### config.mk
export PLATFORM = sky130hd
export DESIGN_NAME = coin_change_dispenser
export DESIGN_NICKNAME = d
export VERILOG_FILES = /design/src/rtl/coin_pkg.sv /design/src/rtl/coin_select_prio.sv /design/src/rtl/coin_change_dispenser.sv
export SDC_FILE = /design/constraint.sdc
export NUM_CORES = 1
export LEC_CHECK = 0
export CORE_MARGIN = 2
export CORE_UTILIZATION = 40
export DETAILED_ROUTE_END_ITERATION = 6
export PLACE_DENSITY = 0.69
export SYNTH_ARGS = -nofsm -noshare
export SYNTH_HDL_FRONTEND = slang
export SYNTH_SLANG_ARGS = --single-unit
### constraint.sdc
create_clock -name clk -period 4.1 [get_ports clk]
set_input_delay 0.615 -clock clk [delete_from_list [all_inputs] [get_ports clk]]
set_output_delay 0.615 -clock clk [all_outputs]
set_load 0.01 [all_outputs]
### src/rtl/coin_pkg.sv
// Shared types and constants for the coin change dispenser.
// Latency: n/a (types, constants and a pure helper function only).
// Backpressure: n/a.
package coin_pkg;

  typedef enum logic [1:0] {
    IDLE     = 2'd0,
    DISPENSE = 2'd1,
    DONE     = 2'd2
  } state_t;

  localparam int DEF_NUM_DENOM = 4;
  localparam int DEF_AMT_W     = 12;

  // Index 0 sits in the LSBs and is the largest coin: 25, 10, 5, 1 cents.
  localparam logic [DEF_NUM_DENOM*DEF_AMT_W-1:0] DEF_DENOM_VALUES =
    {12'd1, 12'd5, 12'd10, 12'd25};

  // Widest packed denomination vector the helper accepts.
  localparam int VEC_MAX = 1024;

  // Extracts field idx (w bits wide) from a packed denomination vector.
  // Values wider than 32 bits are not supported.
  function automatic logic [31:0] denom_field(input logic [VEC_MAX-1:0] values,
                                              input int idx, input int w);
    logic [VEC_MAX-1:0] shifted;
    logic [31:0]        mask;
    shifted = values >> (idx * w);
    mask    = (w >= 32) ? 32'hFFFF_FFFF : ((32'd1 << w) - 32'd1);
    return shifted[31:0] & mask;
  endfunction

endpackage

### src/rtl/coin_select_prio.sv
// Lowest-index priority encoder over the per-denomination eligibility flags.
// Latency: purely combinational.
// Backpressure: none; the caller qualifies sel with any_eligible.
// Ports: eligible (one flag per denomination) -> any_eligible, sel.
module coin_select_prio #(
  parameter int NUM_DENOM = 4,
  parameter int IDX_W     = (NUM_DENOM > 1) ? $clog2(NUM_DENOM) : 1
) (
  input  logic [NUM_DENOM-1:0] eligible,
  output logic                 any_eligible,
  output logic [IDX_W-1:0]     sel
);

  assign any_eligible = |eligible;

  // Scan from the top so the lowest eligible index (largest coin) wins.
  always_comb begin
    sel = '0;
    for (int i = NUM_DENOM - 1; i >= 0; i--) begin
      if (eligible[i]) sel = IDX_W'(i);
    end
  end

endmodule

### src/rtl/coin_change_dispenser.sv
// Coin store with greedy change engine: per-denomination counters, one coin per handshake.
// Latency: first coin the cycle after request accept; done pulse the cycle after the last coin.
// Backpressure: coin_ready low holds coin_valid/coin_idx stable; req_ready only in IDLE without load.
// Ports: clk/reset; load/load_counts bulk load; req_valid/req_ready/req_amount request;
//        coin_valid/coin_ready/coin_idx ejector; done_valid/done_short/done_remain status;
//        counts/empty/all_empty store status.
module coin_change_dispenser
  import coin_pkg::*;
#(
  parameter int NUM_DENOM = DEF_NUM_DENOM,
  parameter int CNT_W     = 8,
  parameter int AMT_W     = DEF_AMT_W,
  parameter logic [NUM_DENOM*AMT_W-1:0] DENOM_VALUES = DEF_DENOM_VALUES,
  parameter int IDX_W     = (NUM_DENOM > 1) ? $clog2(NUM_DENOM) : 1
) (
  input  logic                       clk,
  input  logic                       reset,
  input  logic                       load,
  input  logic [NUM_DENOM*CNT_W-1:0] load_counts,
  input  logic                       req_valid,
  input  logic [AMT_W-1:0]           req_amount,
  output logic                       req_ready,
  output logic                       coin_valid,
  output logic [IDX_W-1:0]           coin_idx,
  input  logic                       coin_ready,
  output logic                       done_valid,
  output logic                       done_short,
  output logic [AMT_W-1:0]           done_remain,
  output logic [NUM_DENOM*CNT_W-1:0] counts,
  output logic [NUM_DENOM-1:0]       empty,
  output logic                       all_empty
);

  state_t             state, state_nxt;
  logic [CNT_W-1:0]   cnt   [NUM_DENOM];
  logic [AMT_W-1:0]   denom [NUM_DENOM];
  logic [AMT_W-1:0]   remain;
  logic [NUM_DENOM-1:0] eligible;
  logic               any_eligible;
  logic [IDX_W-1:0]   sel;
  logic [AMT_W-1:0]   remain_after;
  logic               req_fire;
  logic               coin_fire;
  logic               finish;
  logic               finish_short;
  logic [AMT_W-1:0]   finish_remain;

  for (genvar g = 0; g < NUM_DENOM; g++) begin : g_denom
    assign denom[g]    = AMT_W'(denom_field(VEC_MAX'(DENOM_VALUES), g, AMT_W));
    assign eligible[g] = (cnt[g] != '0) && (denom[g] <= remain);
    assign counts[g*CNT_W +: CNT_W] = cnt[g];
    assign empty[g]    = (cnt[g] == '0);
  end

  assign all_empty = &empty;

  coin_select_prio #(
    .NUM_DENOM (NUM_DENOM),
    .IDX_W     (IDX_W)
  ) u_select (
    .eligible     (eligible),
    .any_eligible (any_eligible),
    .sel          (sel)
  );

  // Everything on the coin interface derives from registers only.
  assign coin_valid   = (state == DISPENSE) && (remain != '0) && any_eligible;
  assign coin_idx     = sel;
  assign coin_fire    = coin_valid && coin_ready;
  assign remain_after = remain - denom[sel];

  assign req_ready  = (state == IDLE) && !load && !reset;
  assign req_fire   = req_valid && req_ready;
  assign done_valid = (state == DONE);

  always_comb begin
    state_nxt     = state;
    finish        = 1'b0;
    finish_short  = 1'b0;
    finish_remain = remain;
    case (state)
      IDLE: begin
        if (req_fire) state_nxt = DISPENSE;
      end
      DISPENSE: begin
        if (remain == '0) begin
          finish = 1'b1;
        end else if (!any_eligible) begin
          finish       = 1'b1;
          finish_short = 1'b1;
        end else if (coin_fire && (remain_after == '0)) begin
          // Exact payment completes on the last coin's handshake edge.
          finish        = 1'b1;
          finish_remain = '0;
        end
      end
      DONE: state_nxt = IDLE;
      default: state_nxt = IDLE;
    endcase
    if (finish) state_nxt = DONE;
  end

  always_ff @(posedge clk) begin
    if (reset) begin
      state       <= IDLE;
      remain      <= '0;
      done_short  <= 1'b0;
      done_remain <= '0;
      for (int i = 0; i < NUM_DENOM; i++) cnt[i] <= '0;
    end else begin
      state <= state_nxt;
      if ((state == IDLE) && load) begin
        for (int i = 0; i < NUM_DENOM; i++) cnt[i] <= load_counts[i*CNT_W +: CNT_W];
      end else if (coin_fire) begin
        cnt[sel] <= cnt[sel] - CNT_W'(1);
      end
      if (req_fire) remain <= req_amount;
      else if (coin_fire) remain <= remain_after;
      if (finish) begin
        done_short  <= finish_short;
        done_remain <= finish_remain;
      end
    end
  end

endmodule

==> impl_metrics.json <==
{
  "ios": 104,
  "seqPwrFrac": 0.315,
  "syn_to_final_growth_pct": 40.1,
  "drc": 0,
  "ys_ff_latch": 59,
  "rows": 34,
  "overflow": 0,
  "ir_drop_uv": 240,
  "ys_types": 63,
  "synth-main-ff-cell": "edfxtp_1",
  "cap_violations": 0,
  "postSynthCellCount": 398,
  "sw_frac_of_total": 0.386,
  "dr.pass1.iters": 5,
  "combPwrFrac": 0.430,
  "critPathArrivalTime_ns": 4.05,
  "worstSetupStartpointType": "flip-flop",
  "routed_wl_microns": 11400,
  "ys_seq_area_frac": 0.426,
  "cts_setup_buffers": 0,
  "grt_use_total": 0.238,
  "post-route-min-period_ns": 3.78,
  "hold_viol": 0,
  "fin_tns_setup_ns": 0,
  "outcome": "completed",
  "antenna_found_initial": 0,
  "grt_pass1_wl_microns": 18100,
  "max_stage_delay_ns": 0.60,
  "worst-path-buf-inv": 0,
  "path_class": "reg2reg",
  "vias_per_cell": 5.77,
  "dpl.hpwl_microns": 8700,
  "rr_worst_depth": 14,
  "drive_gt1_frac": 0.0994,
  "finalClockSkew_ns": 0.00981,
  "wl_per_cell_microns": 18.4,
  "leakage_uw": 0.00179,
  "setup-violations-final": 0,
  "drt_iter0_drc": 160,
  "start_util": 0.408,
  "clk_pin_slew_ns": 0.07,
  "synth_area_per_cell_sq_um": 8.86,
  "cts_hold_buf": 0,
  "syn-cell-area_sq_um": 3530,
  "utilization": 0.572,
  "clkPwrFrac": 0.255,
  "cp_data_required_time_ns": 4.37,
  "core-area_sq_um": 8640,
  "tritoncts": "built",
  "grt_max_degree": 33,
  "rsz0062_at_grt": "false",
  "relSlewSlack": 0.513,
  "worstHoldStart": "done_remain[1]",
  "cpLargestDelayFamily": "simple AND/OR/NAND/NOR gates",
  "rr_endpoint": "state[0]",
  "cp_cell_sequence": "or4_1 -> nor2_4 -> or2_0 -> nand2_1 -> ha_1 -> fa_1 -> nand2b_1 -> a21boi_0 -> o21ai_1 -> and3_1 -> o211a_1 -> o211ai_4 -> and2_1 -> a21boi_1",
  "hold_path_class": "reg2reg",
  "place_congestion": 0.949,
  "slew_violations": 0,
  "total_power_uw": 2320,
  "insertedDiodeCount": 0,
  "path_max_fanout": 13,
  "vias": 3581,
  "htreeDepth": 3,
  "die_w_microns": 97.9,
  "holdPathEnd": "done_remain[1]",
  "cts_resized": 0,
  "max_freq_ghz": 0.264,
  "yosys_warnings": 0,
  "cpMaxStageDelayCell": "or4_1",
  "hold_depth": 2,
  "grt_pass1_vias": 3559,
  "end_kind": "flip-flop",
  "die-area_sq_um": 9590,
  "syn_nets": 454,
  "powerDensity_nw_per_um2": 469,
  "worstSetupPathDepth": 14,
  "die_y_microns": 97.9,
  "finalCritPeriodShare": 0.923,
  "clockRootBuffer": "clkbuf_8",
  "power_switching_uw": 895,
  "cts_made_buffers": 9,
  "synth_edf_count": 32,
  "rrSetupSlack_ns": 0.32,
  "synth-async-reset-ratio": 0,
  "tightest_slew_ns": 0.725,
  "power.internal_uw": 1420,
  "ant_nets": 0,
  "clkSinkCount": 59,
  "reg2reg_from": "cnt[0][4]",
  "clk_latency_ns": 0.34,
  "cts_buffer_depth": 2,
  "nNetsFinal": 564,
  "final.fill_count": 792,
  "io_buffers": 103
}
## placed cells by master, fill, tap and decap left out, types with 13 or more instances in the layout
master / instances
a21oi_1: 26
clkdlybuf4s50_1: 103
dfxtp_1: 27
edfxtp_1: 32
inv_1: 13
nand2_1: 71
nand3_1: 17
nor2_1: 30
o21ai_0: 31
## sequential cells by signal, indices dropped and copies added, names as in the netlist
signal / count
done_remain: 12
done_short: 1
remain: 12
cnt: 32
state: 2
## final cells by class
type / count / area (sq um) / area share
Inverter: 13 / 48.8 / 0.00988
Sequential cell: 59 / 1500 / 0.304
Timing Repair Buffer: 114 / 1110 / 0.225
Clock buffer: 13 / 180 / 0.0365
Tap cell: 108 / 135 / 0.0273
Clock inverter: 3 / 43.8 / 0.00886
Multi-Input combinational cell: 311 / 1920 / 0.388
## per-layer routing
layer / global-route usage / vias to the layer above / wire, microns
li1: - / 1707 / -
met5: 0 / - / 0
met3: 0.0673 / 36 / 868
met4: 0.104 / 0 / 409
met2: 0.405 / 163 / 5570
met1: 0.279 / 1675 / 4550
## worst min-delay path: stages (launching register included)
cell     delay, ns
dfxtp_1       0.31
nand2_1       0.05
a21oi_1       0.06
## synth_stat cells (4+ instances only)
| library cell | number | share of area |
|---|---|---|
| nand2_1 | 71 | 0.076 |
| clkbuf_1 | 8 | 0.0085 |
| a221oi_1 | 6 | 0.015 |
| a21oi_1 | 26 | 0.037 |
| a211oi_1 | 6 | 0.013 |
| xnor2_1 | 6 | 0.015 |
| or4_1 | 4 | 0.0085 |
| ha_1 | 6 | 0.021 |
| o221ai_1 | 5 | 0.012 |
| nand3_1 | 17 | 0.024 |
| a221oi_2 | 4 | 0.017 |
| nand2b_1 | 5 | 0.0089 |
| nor3_1 | 12 | 0.017 |
| inv_1 | 13 | 0.014 |
| buf_6 | 4 | 0.013 |
| o21ai_0 | 32 | 0.045 |
| dfxtp_1 | 27 | 0.15 |
| o21a_1 | 4 | 0.0085 |
| nor4_1 | 6 | 0.011 |
| edfxtp_1 | 32 | 0.27 |
| o31ai_1 | 9 | 0.019 |
| and3_1 | 6 | 0.011 |
| nor2_1 | 31 | 0.033 |
## kinds of logic after synthesis
kind of cell               share of synthesized area
AOI/OAI and AO/OA                              0.241
xor gates and xnor gates                      0.0223
adders and majority gates                     0.0270
buffers and inverters                         0.0394
DFF                                            0.426
and+or+nand+nor                                0.245
## per-stage QoR
step | setup slack [ns] | hold slack [ns] | cell area, sq um | cells
after CTS | 0.118 | 0.466 | 4910 | 621
after floorplan | 0.411 | 0.465 | 3530 | 398
final | 0.316 | 0.461 | 4940 | 621
after global placement | 0.291 | 0.452 | 4690 | 605
after global routing | 0.000248 | 0.485 | 4940 | 621
after detailed placement | 0.148 | 0.456 | 4690 | 605
## how the worst max path moves through the flow
stage                                 end  startpoint  slack [ns]
after global routing             state[0]   cnt[0][4]      0.0002
after floorplan           done_remain[10]   cnt[0][4]        0.41
after CTS                        state[0]  remain[11]        0.12
after detailed placement         state[0]  remain[11]        0.15
final                            state[0]   cnt[0][4]        0.32
after global placement           state[0]  remain[11]        0.29
## power groups by stage
| stage | Sequential (uW) | Combinational [uW] | Clock, uW |
|---|---|---|---|
| 3_3_place_gp | 739 | 965 | 0 |
| 2_1_floorplan | 742 | 597 | 0 |
| 4_1_cts | 728 | 979 | 594 |
| 6_report | 731 | 997 | 591 |
| 3_5_place_dp | 740 | 968 | 0 |
| 5_1_grt | 735 | 1070 | 619 |
Power figures use the tool's default switching activity.
